<file path="config.mk">
export PLATFORM = sky130hd
export DESIGN_NAME = d_de_serializer
export DESIGN_NICKNAME = d
export VERILOG_FILES = /design/src/rtl/d_de_serializer.sv
export SDC_FILE = /design/constraint.sdc
export NUM_CORES = 1
export LEC_CHECK = 0
export BUFFER_PORTS_ARGS = -buffer_cell sky130_fd_sc_hd__clkbuf_2
export CAP_MARGIN = 15
export CORE_MARGIN = 2
export CORE_UTILIZATION = 31
export CTS_CLUSTER_DIAMETER = 60
export DETAILED_ROUTE_END_ITERATION = 7
export GPL_TIMING_DRIVEN = 0
export PLACE_DENSITY_LB_ADDON = 0.12
export SLEW_MARGIN = 20
export SYNTH_ARGS = -nofsm -noshare
export SYNTH_HDL_FRONTEND = slang
export SYNTH_SLANG_ARGS = --single-unit
</file>
<file path="constraint.sdc">
create_clock -name Clk -period 1.1 [get_ports Clk]
set_input_delay 0.11 -clock Clk [delete_from_list [all_inputs] [get_ports Clk]]
set_output_delay 0.11 -clock Clk [all_outputs]
set_load 0.05 [all_outputs]
</file>
<file path="src/rtl/d_de_serializer.sv">
// d_de_serializer: loads a parallel word on a Start/Ready handshake and
// presents it MSB-first on D, one bit per De=1 cycle. GAP idle cycles can
// be inserted between bits so the downstream flops see both continuous
// and gapped enables. A one-cycle Done pulse closes each frame.
module d_de_serializer #(
    parameter int WIDTH = 8,   // bits per frame (2..16)
    parameter int CNT_W = 3,   // ceil(log2(WIDTH))
    parameter int GAP   = 0    // De=0 cycles between consecutive bits (0..15)
) (
    input  logic             Clk,
    input  logic             Reset_b,
    input  logic             Start,
    input  logic [WIDTH-1:0] Din,
    output logic             Ready,
    output logic             D,
    output logic             De,
    output logic             Done,
    output logic [CNT_W-1:0] Bit_cnt
);

    typedef enum logic [1:0] {
        QI = 2'd0,  // idle, waiting for Start
        QS = 2'd1,  // presenting one bit with De=1
        QG = 2'd2,  // inter-bit gap, De=0
        QD = 2'd3   // one-cycle Done
    } state_t;

    localparam logic [CNT_W-1:0] LAST_BIT = CNT_W'(WIDTH - 1);
    localparam bit               HAS_GAP  = (GAP > 0);
    // Terminal value of the gap counter; only meaningful when HAS_GAP.
    localparam logic [3:0]       GAP_LAST = HAS_GAP ? 4'(GAP - 1) : 4'd0;

    state_t           state;
    state_t           state_nxt;
    logic [WIDTH-1:0] sr;
    logic [WIDTH-1:0] sr_nxt;
    logic [CNT_W-1:0] cnt;
    logic [CNT_W-1:0] cnt_nxt;
    logic [3:0]       gap_cnt;
    logic [3:0]       gap_nxt;

    // State and datapath registers; reset clears everything so a partial
    // frame is dropped without a Done.
    // NOTE: the shift register is reset as well, so D is a known 0 from the
    // first cycle instead of depending on power-up contents.
    always_ff @(posedge Clk or negedge Reset_b) begin
        if (!Reset_b) begin
            state   <= QI;
            sr      <= '0;
            cnt     <= '0;
            gap_cnt <= '0;
        end else begin
            // NOTE: non-blocking assignments so every register updates from
            // the pre-edge values, independent of statement order.
            state   <= state_nxt;
            sr      <= sr_nxt;
            cnt     <= cnt_nxt;
            gap_cnt <= gap_nxt;
        end
    end

    // Next-state and next-datapath decode.
    always_comb begin
        // NOTE: hold-value defaults first, so no path leaves a target
        // unassigned and no latch is inferred.
        state_nxt = state;
        sr_nxt    = sr;
        cnt_nxt   = cnt;
        gap_nxt   = gap_cnt;

        unique case (state)
            QI: begin
                // Level-sampled Start; Din is only captured here.
                if (Start) begin
                    sr_nxt    = Din;
                    cnt_nxt   = '0;
                    state_nxt = QS;
                end
            end
            QS: begin
                sr_nxt = {sr[WIDTH-2:0], 1'b0};
                if (cnt == LAST_BIT) begin
                    // The last bit is never followed by a gap.
                    cnt_nxt   = '0;
                    state_nxt = QD;
                end else begin
                    cnt_nxt = cnt + 1'b1;
                    if (HAS_GAP) begin
                        gap_nxt   = '0;
                        state_nxt = QG;
                    end
                end
            end
            QG: begin
                gap_nxt = gap_cnt + 4'd1;
                if (gap_cnt == GAP_LAST) begin
                    state_nxt = QS;
                end
            end
            QD: begin
                state_nxt = QI;
            end
            default: begin
                state_nxt = QI;
            end
        endcase
    end

    // Moore outputs, decoded from the state register only.
    assign Ready   = (state == QI);
    assign De      = (state == QS);
    assign D       = (state == QS) ? sr[WIDTH-1] : 1'b0;
    assign Done    = (state == QD);
    assign Bit_cnt = cnt;

endmodule

</file>
==> results of run 1 <==
[timing repair]
action                                  in CTS  in global routing
gates resized for setup                     39                 21
setup buffers                               10                  7
hold endpoints to repair                    17                  0
cloned                                       2                  0
endpoints found under the setup margin      21                 24
hold buffers                                 1                  0
pin swaps                                   10                  8
[power by group through the flow]
stage,Combinational (mW),Sequential [mW],Clock [mW]
floorplan,1.15,1.27,0
global placement,1.64,1.13,0
detailed placement,1.67,1.13,0
CTS,2.27,1.12,0.358
global route,2.88,1.16,0.387
finish,2.66,1.14,0.345
[worst paths after layout]
check	start	end	slack, ps
max	state[1]	D	-330
min	Din[0]	sr[0]	50
max reg2reg	state[0]	sr[3]	-260
min reg2reg	gap_cnt[3]	gap_cnt[3]	480
max in group asynchronous	Reset_b	Bit_cnt[1]	480
min in group asynchronous	Reset_b	sr[4]	280
[cell usage after synthesis]
| cell | count | area, um2 |
|---|---|---|
| o21ai_1 | 7 | 35.0 |
| a221o_1 | 7 | 70.1 |
| dfrtp_1 | 17 | 425 |
| a32oi_1 | 1 | 8.76 |
| nor2b_1 | 1 | 6.26 |
| nand2b_1 | 7 | 43.8 |
| xnor2_1 | 3 | 26.3 |
| o21ai_0 | 5 | 25.0 |
| nor2_2 | 1 | 6.26 |
| and2_1 | 2 | 12.5 |
| buf_6 | 3 | 33.8 |
| buf_4 | 1 | 7.51 |
| buf_2 | 1 | 5.00 |
| nor2b_4 | 1 | 13.8 |
| ha_1 | 4 | 50.1 |
| nand3_1 | 1 | 5.00 |
| nand4_2 | 1 | 12.5 |
| a22o_1 | 1 | 8.76 |
| nor2_1 | 3 | 11.3 |
| nand3b_1 | 1 | 7.51 |
| or2b_1 | 1 | 7.51 |
| inv_1 | 2 | 7.51 |
| nand2_1 | 17 | 63.8 |
[kinds of logic after synthesis]
group           Yosys count
xor+xnor                  3
simple gates             36
flops                    17
buf+inv                   7
compound gates           21
fa+ha+maj                 4
[flip-flops by register name (all words and copies together) (netlist names)]
signal / flops
gap_cnt: 4
Bit_cnt: 3
sr: 8
state: 2
[tightest hold or removal path: stages]
cell,delay [ps]
clkbuf_2,80
a32oi_1,80
nand2_1,50
[cell type report]
cell class	count	area, um2	share of cell area
well taps	31	38.8	0.0272
clock inverters	1	5.00	0.00351
repair buffers	36	344	0.241
inverters	2	7.51	0.00527
plain buffers	5	65.1	0.0457
flip-flops and latches	17	432	0.303
multi-input cells	64	510	0.358
clock buffers	3	22.5	0.0158
[metrics by stage]
| stage | hold WS [ps] | std cells |
|---|---|---|
| final | 53.5 | 159 |
| after global routing | 56.7 | 159 |
| after CTS | 52.6 | 153 |
| after detailed placement | 75.4 | 136 |
| after global placement | 80.2 | 136 |
| after floorplan | -186 | 88 |
[layer usage]
metal / share of wire / vias up / GRT usage / wire [um]
li1: - / 392 / - / -
met1: 0.42 / 404 / 0.195 / 966
met2: 0.50 / 26 / 0.258 / 1150
met3: 0.069 / 2 / 0.0513 / 158
met4: 0.0091 / 0 / 0.0399 / 21
met5: 0 / - / 0 / 0
==> run_results.csv, run 1 <==
group,metric,value,unit
floorplan,placementRows,19,
clock_network,clock_sinks,17,
clock_network,htreeDepth,1,
clock_network,clock_latency,290,ps
floorplan,die_area,3330,um2
clock_network,cts_buffer_depth,2,
hold_path,holdPathStages,3,
drt,routed_wirelength,2300,um
setup_path,crit_type,"reg2out",
sta,hold_violations,0,
outcome,status,"finished with violations",
outcome,violations,"negative setup slack",
setup_path,worstSetupPathDepth,4,
pwr,power_frac_comb,0.642,
pwr,p_sw,1.72,mW
pwr,power.leakage,0.680,nW
synth,ys_seq_area_frac,0.476,
sta,finClkSkew,3.78,ps
setup_path,cp_slowest_cell,"dfrtp_2",
pwr,vdd_drop_max,1.95,mV
pwr,p_per_area,2910,nW/um2
cells_and_area,fin_area,1430,um2
cells_and_area,mostFrequentLayoutCells,"buf_6 (13), dfrtp_1 (12), nand2_1 (11), buf_4 (11), clkbuf_2 (10)",
synth,ys_warn_count,0,
placement,port_buffers,17,
floorplan,start_util,0.324,
floorplan,coreArea,2760,um2
cells_and_area,antenna_cells,0,
pwr,power_frac_clock,0.083,
flow_run,cap_viol_max_count,0,
drt,routed_via_density,5.18,
synth,synth-simple-area-share,0.213,
floorplan,fp.dieW,57.7,um
setup_path,worstPathRequired,990,ps
floorplan,io_pins,18,
setup_path,crit_path_end_kind,"output pin",
synth,synth_compound_area_frac,0.165,
clock_network,cts_buffers,3,
sta,min_period,1430,ps
sta,period_share,1.30,
setup_path,critPathBufInv,2,
floorplan,die_h,57.7,um
sta,fin_setup_tns,-3400,ps
pwr,power.internal,2.42,mW
grt,antenna_found_initial,0,
synth,synth_top_family_by_area,"simple AND/OR/NAND/NOR gates",
cells_and_area,nNetsFinal,144,
sta,tightest_slew,440,ps
grt,grt_overflow,0,
setup_path,cp_slowest_stage_delay,460,ps
grt,grt.total_usage,0.155,
pwr,power.total,4.14,mW
clock_network,root_buffer,"clkbuf_4",
placement,dpl.hpwl,1290,um
setup_path,crit_arrival,1320,ps
sta,max_freq,698,MHz
synth,ys_types,23,
placement,place_ws,-250,ps
setup_path,path_cells,"nor2b_4 -> buf_12 -> and2_4 -> clkbuf_16",
synth,ys_seq_elements,17,
synth,muxShareOfSynthArea,0,
synth,synth_fa_ha_area_frac,0.0560,
placement,place_area,1060,um2
sta,layout_setup_ws,-332,ps
synth,synth_area,893,um2
synth,synth_xor_area_frac,0.0294,
cells_and_area,drive_above_1_share,0.555,
cells_and_area,n_fill_cell,266,
drt,drtIter0Drc,27,
sta,setup_viol,19,
sta,rsz0062_at_grt,"yes",
drt,ant_nets,0,
sta,finalMaxSlewViolations,0,
cells_and_area,synthToLayoutAreaGrowth,59.5,%
synth,syn_avg_cell_area,10.2,um2
drt,route.detailed.drc,0,
pwr,netSwitchingFraction,0.416,
setup_path,start_kind,"flip-flop",
drt,wl_per_cell,14.5,um
clock_network,clk_pin_slew_worst_paths,100,ps
hold_path,hp-class,"in2reg",
pwr,pwr-share-seq,0.274,
grt,grt_pass1_vias,798,
clock_network,cts_tree,"done",
cells_and_area,layout_commonest_cell,"buf_6",
drt,first_pass_iters,4,
grt,grt_start_max_net_pins,18,
setup_path,critPathMaxFanout,5,
setup_path,crit_family,"flip-flops",
grt,grt_pass1_wl,3880,um
setup_path,r2r_cells,5,
synth,syn_inst,88,
placement,place_congestion,0.689,
cells_and_area,finish.utilization,0.517,
sta,max-slew-margin-rel,0.706,
drt,vias,824,
synth,synth_nets,103,
(Power assumes the default switching activity.)
==> inputs of run 2 (changes only) <==
--- a/config.mk
+++ b/config.mk
@@ -10,10 +10,10 @@
 export CORE_MARGIN = 2
 export CORE_UTILIZATION = 31
 export CTS_CLUSTER_DIAMETER = 60
+export CTS_CLUSTER_SIZE = 40
 export DETAILED_ROUTE_END_ITERATION = 7
 export GPL_TIMING_DRIVEN = 0
 export PLACE_DENSITY_LB_ADDON = 0.12
-export SLEW_MARGIN = 20
 export SYNTH_ARGS = -nofsm -noshare
 export SYNTH_HDL_FRONTEND = slang
 export SYNTH_SLANG_ARGS = --single-unit
==> constraint.sdc (replaced) <==
create_clock -name Clk -period 1.8 [get_ports Clk]
set_input_delay 0.18 -clock Clk [delete_from_list [all_inputs] [get_ports Clk]]
set_output_delay 0.18 -clock Clk [all_outputs]
set_load 0.05 [all_outputs]
==> run_results.csv, run 2 (synthesized netlist as in run 1, its figures left out) <==
group,metric,value,unit
outcome,status,"completed",
setup_path,critPathMaxFanout,10,
floorplan,placementRows,19,
setup_path,worstPathRequired,1620,ps
drt,first_pass_iters,2,
pwr,power.total,1.80,mW
setup_path,crit_type,"reg2out",
pwr,p_sw,0.844,mW
sta,tightest_slew,445,ps
clock_network,clock_latency,300,ps
setup_path,crit_family,"flip-flops",
cells_and_area,nNetsFinal,126,
pwr,power.internal,0.954,mW
grt,grt_overflow,0,
grt,grt_pass1_wl,3130,um
placement,dpl.hpwl,1300,um
sta,period_share,0.916,
pwr,power_frac_comb,0.517,
floorplan,io_pins,18,
placement,place_area,1020,um2
drt,routed_via_density,4.92,
floorplan,fp.dieW,57.7,um
cells_and_area,mostFrequentLayoutCells,"nand2_1 (17), dfrtp_1 (16), clkbuf_2 (16)",
drt,drtIter0Drc,9,
sta,max_freq,606,MHz
pwr,p_per_area,1700,nW/um2
sta,fin_setup_tns,0,ps
sta,finalMaxSlewViolations,0,
floorplan,die_h,57.7,um
pwr,power.leakage,0.534,nW
cells_and_area,drive_above_1_share,0.273,
clock_network,cts_buffer_depth,2,
clock_network,root_buffer,"clkbuf_4",
grt,grt.total_usage,0.121,
clock_network,htreeDepth,1,
setup_path,worstSetupPathDepth,4,
pwr,pwr-share-seq,0.366,
hold_path,holdPathStages,3,
flow_run,cap_viol_max_count,0,
drt,route.detailed.drc,0,
sta,holdWs,142,ps
grt,antenna_found_initial,0,
setup_path,cp_slowest_stage_delay,460,ps
cells_and_area,largest_reg_flops,8,
drt,ant_nets,0,
drt,vias,694,
setup_path,r2r_cells,5,
drt,wl_per_cell,13.1,um
clock_network,clock_sinks,17,
sta,min_period,1650,ps
placement,place_congestion,0.691,
sta,rsz0062_at_grt,"no",
grt,grt_start_max_net_pins,18,
sta,setup_viol,0,
placement,port_buffers,17,
pwr,netSwitchingFraction,0.469,
sta,hold_violations,0,
clock_network,post-cts-setup-buffer-count,0,
setup_path,path_cells,"nor2b_4 -> buf_6 -> and2_1 -> buf_2",
clock_network,cts_buffers,3,
cells_and_area,layout_commonest_cell,"nand2_1",
pwr,vdd_drop_max,0.751,mV
cells_and_area,synthToLayoutAreaGrowth,18.2,%
grt,grt_pass1_vias,670,
sta,max-slew-margin-rel,0.703,
floorplan,die_area,3330,um2
setup_path,start_kind,"flip-flop",
hold_path,hp-class,"in2reg",
floorplan,coreArea,2760,um2
clock_network,cts_tree,"done",
clock_network,clk_pin_slew_worst_paths,110,ps
drt,routed_wirelength,1840,um
setup_path,critPathBufInv,2,
pwr,power_frac_clock,0.117,
cells_and_area,regMostFlops,"sr",
floorplan,start_util,0.324,
setup_path,cp_slowest_cell,"dfrtp_1",
cells_and_area,fin_area,1060,um2
cells_and_area,finish.utilization,0.383,
setup_path,crit_arrival,1470,ps
sta,finClkSkew,13.2,ps
cells_and_area,antenna_cells,0,
setup_path,crit_path_end_kind,"output pin",
==> run 2: changes by cell type in the layout (fill, tap and decap cells not counted), sizes merged <==
cell | previous run | this run
buf | 28 | 6
clkbuf | 15 | 19
==> run 2: per-layer routing <==
metal	vias up	GRT usage	share of wire
met4	0	0.0399	0.0092
met2	12	0.190	0.44
met5	-	0	0
met3	2	0.0246	0.045
met1	330	0.168	0.50
li1	350	-	-
==> run 2: worst register-to-register path, cell delays in order (launching register included) <==
cell	delay [ps]
dfrtp_1	460
buf_6	170
buf_6	140
nand2_1	50
o21ai_1	60
a221o_1	260
==> run 2: repair_timing <==
action,in CTS,in global routing
setup endpoints to repair,0,1
hold buffers,1,0
endpoints found under the hold margin,17,0
resized for setup,0,2
==> run 2: final timing paths <==
check | start | slack, ps | endpoint
worst max-delay path | state[1] | 150 | D
worst min-delay path | Din[0] | 140 | sr[0]
worst max register to register | state[1] | 550 | sr[3]
worst min register to register | gap_cnt[3] | 490 | gap_cnt[3]
max in group asynchronous | Reset_b | 1130 | state[0]
min in group asynchronous | Reset_b | 340 | sr[4]
==> run 2: layout make-up <==
cell class | count | area (um2)
clock buffer | 3 | 22.5
sequential | 17 | 427
clock inverter | 1 | 5.00
fill | 282 | 1700
multi-input combinational | 64 | 414
timing repair buffer | 18 | 95.1
inverter | 2 | 7.51
buffer | 5 | 46.3
tap | 31 | 38.8
==> run 2: through the flow <==
| step | setup slack [ps] | std cells |
|---|---|---|
| after detailed placement | 410 | 136 |
| after floorplan | 365 | 88 |
| final | 151 | 141 |
| after global routing | 55.8 | 141 |
| after global placement | 412 | 136 |
| after CTS | 58.9 | 141 |
==> run 2: power groups by stage <==
stage               registers [mW]  logic (mW)  clock network (mW)
detailed placement           0.663       0.943                   0
global placement             0.659       0.931                   0
global route                 0.680        1.03               0.238
finish                       0.658       0.929               0.210
floorplan                    0.750       0.627                   0
CTS                          0.657       0.946               0.223
==> inputs of run 3 (changes only) <==
--- a/config.mk
+++ b/config.mk
@@ -5,11 +5,12 @@
 export SDC_FILE = /design/constraint.sdc
 export NUM_CORES = 1
 export LEC_CHECK = 0
-export BUFFER_PORTS_ARGS = -buffer_cell sky130_fd_sc_hd__clkbuf_2
+export BUFFER_PORTS_ARGS = -buffer_cell sky130_fd_sc_hd__buf_2
 export CAP_MARGIN = 15
 export CORE_MARGIN = 2
 export CORE_UTILIZATION = 31
-export CTS_CLUSTER_DIAMETER = 60
+export CTS_BUF_LIST = sky130_fd_sc_hd__clkbuf_16
+export CTS_CLUSTER_DIAMETER = 80
 export CTS_CLUSTER_SIZE = 40
 export DETAILED_ROUTE_END_ITERATION = 7
 export GPL_TIMING_DRIVEN = 0
==> run_results.csv, run 3 (synthesized netlist as in run 1, its figures left out) <==
group,metric,value,unit
clock_network,htreeDepth,1,
placement,dp.cells,136,
setup_path,crit_path_end_kind,"output pin",
placement,place_congestion,0.671,
pwr,vdd_drop_max,0.874,mV
grt,grt_start_max_net_pins,18,
sta,fin_setup_tns,0,ps
setup_path,r2r_cells,5,
sta,layout_setup_ws,182,ps
sta,tightest_slew,395,ps
cells_and_area,drive_above_1_share,0.264,
cells_and_area,nNetsFinal,126,
setup_path,crit_type,"reg2out",
grt,grt_overflow,0,
grt,grt_pass1_wl,3240,um
grt,use_met3,0.0491,
cells_and_area,antenna_cells,0,
floorplan,placementRows,19,
setup_path,worstPathRequired,1620,ps
clock_network,clk_pin_slew_worst_paths,50,ps
grt,grt_pass1_vias,705,
cells_and_area,layout_commonest_cell,"buf_2",
pwr,power.total,2.03,mW
floorplan,io_pins,18,
floorplan,die_area,3330,um2
cells_and_area,mostFrequentLayoutCells,"buf_2 (18), dfrtp_1 (17), nand2_1 (17)",
pwr,p_per_area,1830,nW/um2
setup_path,path_cells,"nor2b_4 -> buf_6 -> and2_1 -> buf_2",
hold_path,hp-class,"in2reg",
grt,antenna_found_initial,0,
sta,period_share,0.899,
clock_network,post-cts-setup-buffer-count,0,
sta,min_period,1620,ps
drt,first_pass_iters,4,
flow_run,cap_viol_max_count,0,
grt,grt.total_usage,0.128,
grt,met2_usage,0.195,
setup_path,cp_slowest_cell,"dfrtp_1",
drt,routed_wirelength,1830,um
sta,finalMaxSlewViolations,0,
floorplan,coreArea,2760,um2
cells_and_area,largest_reg_flops,8,
cells_and_area,regMostFlops,"sr",
sta,max_freq,618,MHz
sta,max-slew-margin-rel,0.737,
cells_and_area,instances_no_fill,141,
floorplan,fp.dieW,57.7,um
clock_network,cts_buffers,3,
drt,vias,712,
grt,grt_busiest_layer,"met2",
clock_network,clock_latency,250,ps
drt,drtIter0Drc,16,
clock_network,clock_sinks,17,
sta,hold_violations,0,
placement,place_ws,444,ps
drt,wl_per_cell,13.0,um
floorplan,start_util,0.324,
setup_path,cp_slowest_stage_delay,420,ps
placement,port_buffers,17,
clock_network,cts_buffer_depth,2,
drt,routed_via_density,5.05,
sta,finClkSkew,2.81,ps
sta,rsz0062_at_grt,"no",
clock_network,cts_tree,"done",
drt,route.detailed.drc,0,
placement,dpl.hpwl,1260,um
clock_network,root_buffer,"clkbuf_16",
setup_path,start_kind,"flip-flop",
grt,use_met1,0.175,
pwr,power.leakage,0.556,nW
cells_and_area,synthToLayoutAreaGrowth,23.9,%
sta,setup_viol,0,
floorplan,die_h,57.7,um
hold_path,holdPathStages,3,
setup_path,crit_arrival,1440,ps
setup_path,critPathMaxFanout,10,
drt,ant_nets,0,
outcome,status,"completed",
-- run 3: layout make-up --
class                   count  area (um2)
repair buffers             18        95.1
well taps                  31        38.8
flip-flops and latches     17         425
clock inverters             1        5.00
inverters                   2        7.51
fillers                   288        1650
clock buffers               3        75.1
multi-input cells          64         414
plain buffers               5        46.3
-- run 3: path summary, 6_finish.rpt --
check                                 from    endpoint  slack, ps
worst min register to register  gap_cnt[3]  gap_cnt[3]        480
min in group asynchronous          Reset_b       sr[3]        390
worst max-delay path              state[0]           D        180
worst min-delay path                Din[0]       sr[0]        180
max in group asynchronous          Reset_b  gap_cnt[3]       1130
worst max register to register    state[1]       sr[4]        570
-- run 3: power by group --
part / internal (mW) / switching, mW
clock: 0.297 / 0.142
combinational: 0.346 / 0.585
sequential: 0.527 / 0.131
total: 1.17 / 0.858
-- run 3: through the flow --
| step | util | instance area, um2 | hold slack, ps |
|---|---|---|---|
| 3_5_place_dp | 0.369 | 1020 | 134 |
| 5_1_grt | 0.402 | 1110 | 192 |
| 2_1_floorplan | - | 893 | -116 |
| 4_1_cts | 0.402 | 1110 | 178 |
| 3_3_place_gp | 0.369 | 1020 | 137 |
| 6_report | 0.402 | 1110 | 183 |
-- run 3: critical path, delay by kind of cell (launching register included) --
family,cells,cell delay [ps]
buffers and inverters,2,420
flip-flops,1,420
AND/OR/NAND/NOR,2,350
-- run 3: what timing repair did --
action	4_1_cts	5_1_grt
gates resized for setup	0	0
hold buffers	1	0
setup endpoints to repair	0	0
hold endpoints to repair	17	0
-- run 3: per-layer routing --
metal	share of wire	vias up
met5	0	-
met3	0.059	0
li1	-	350
met1	0.50	342
met4	0	0
met2	0.44	20
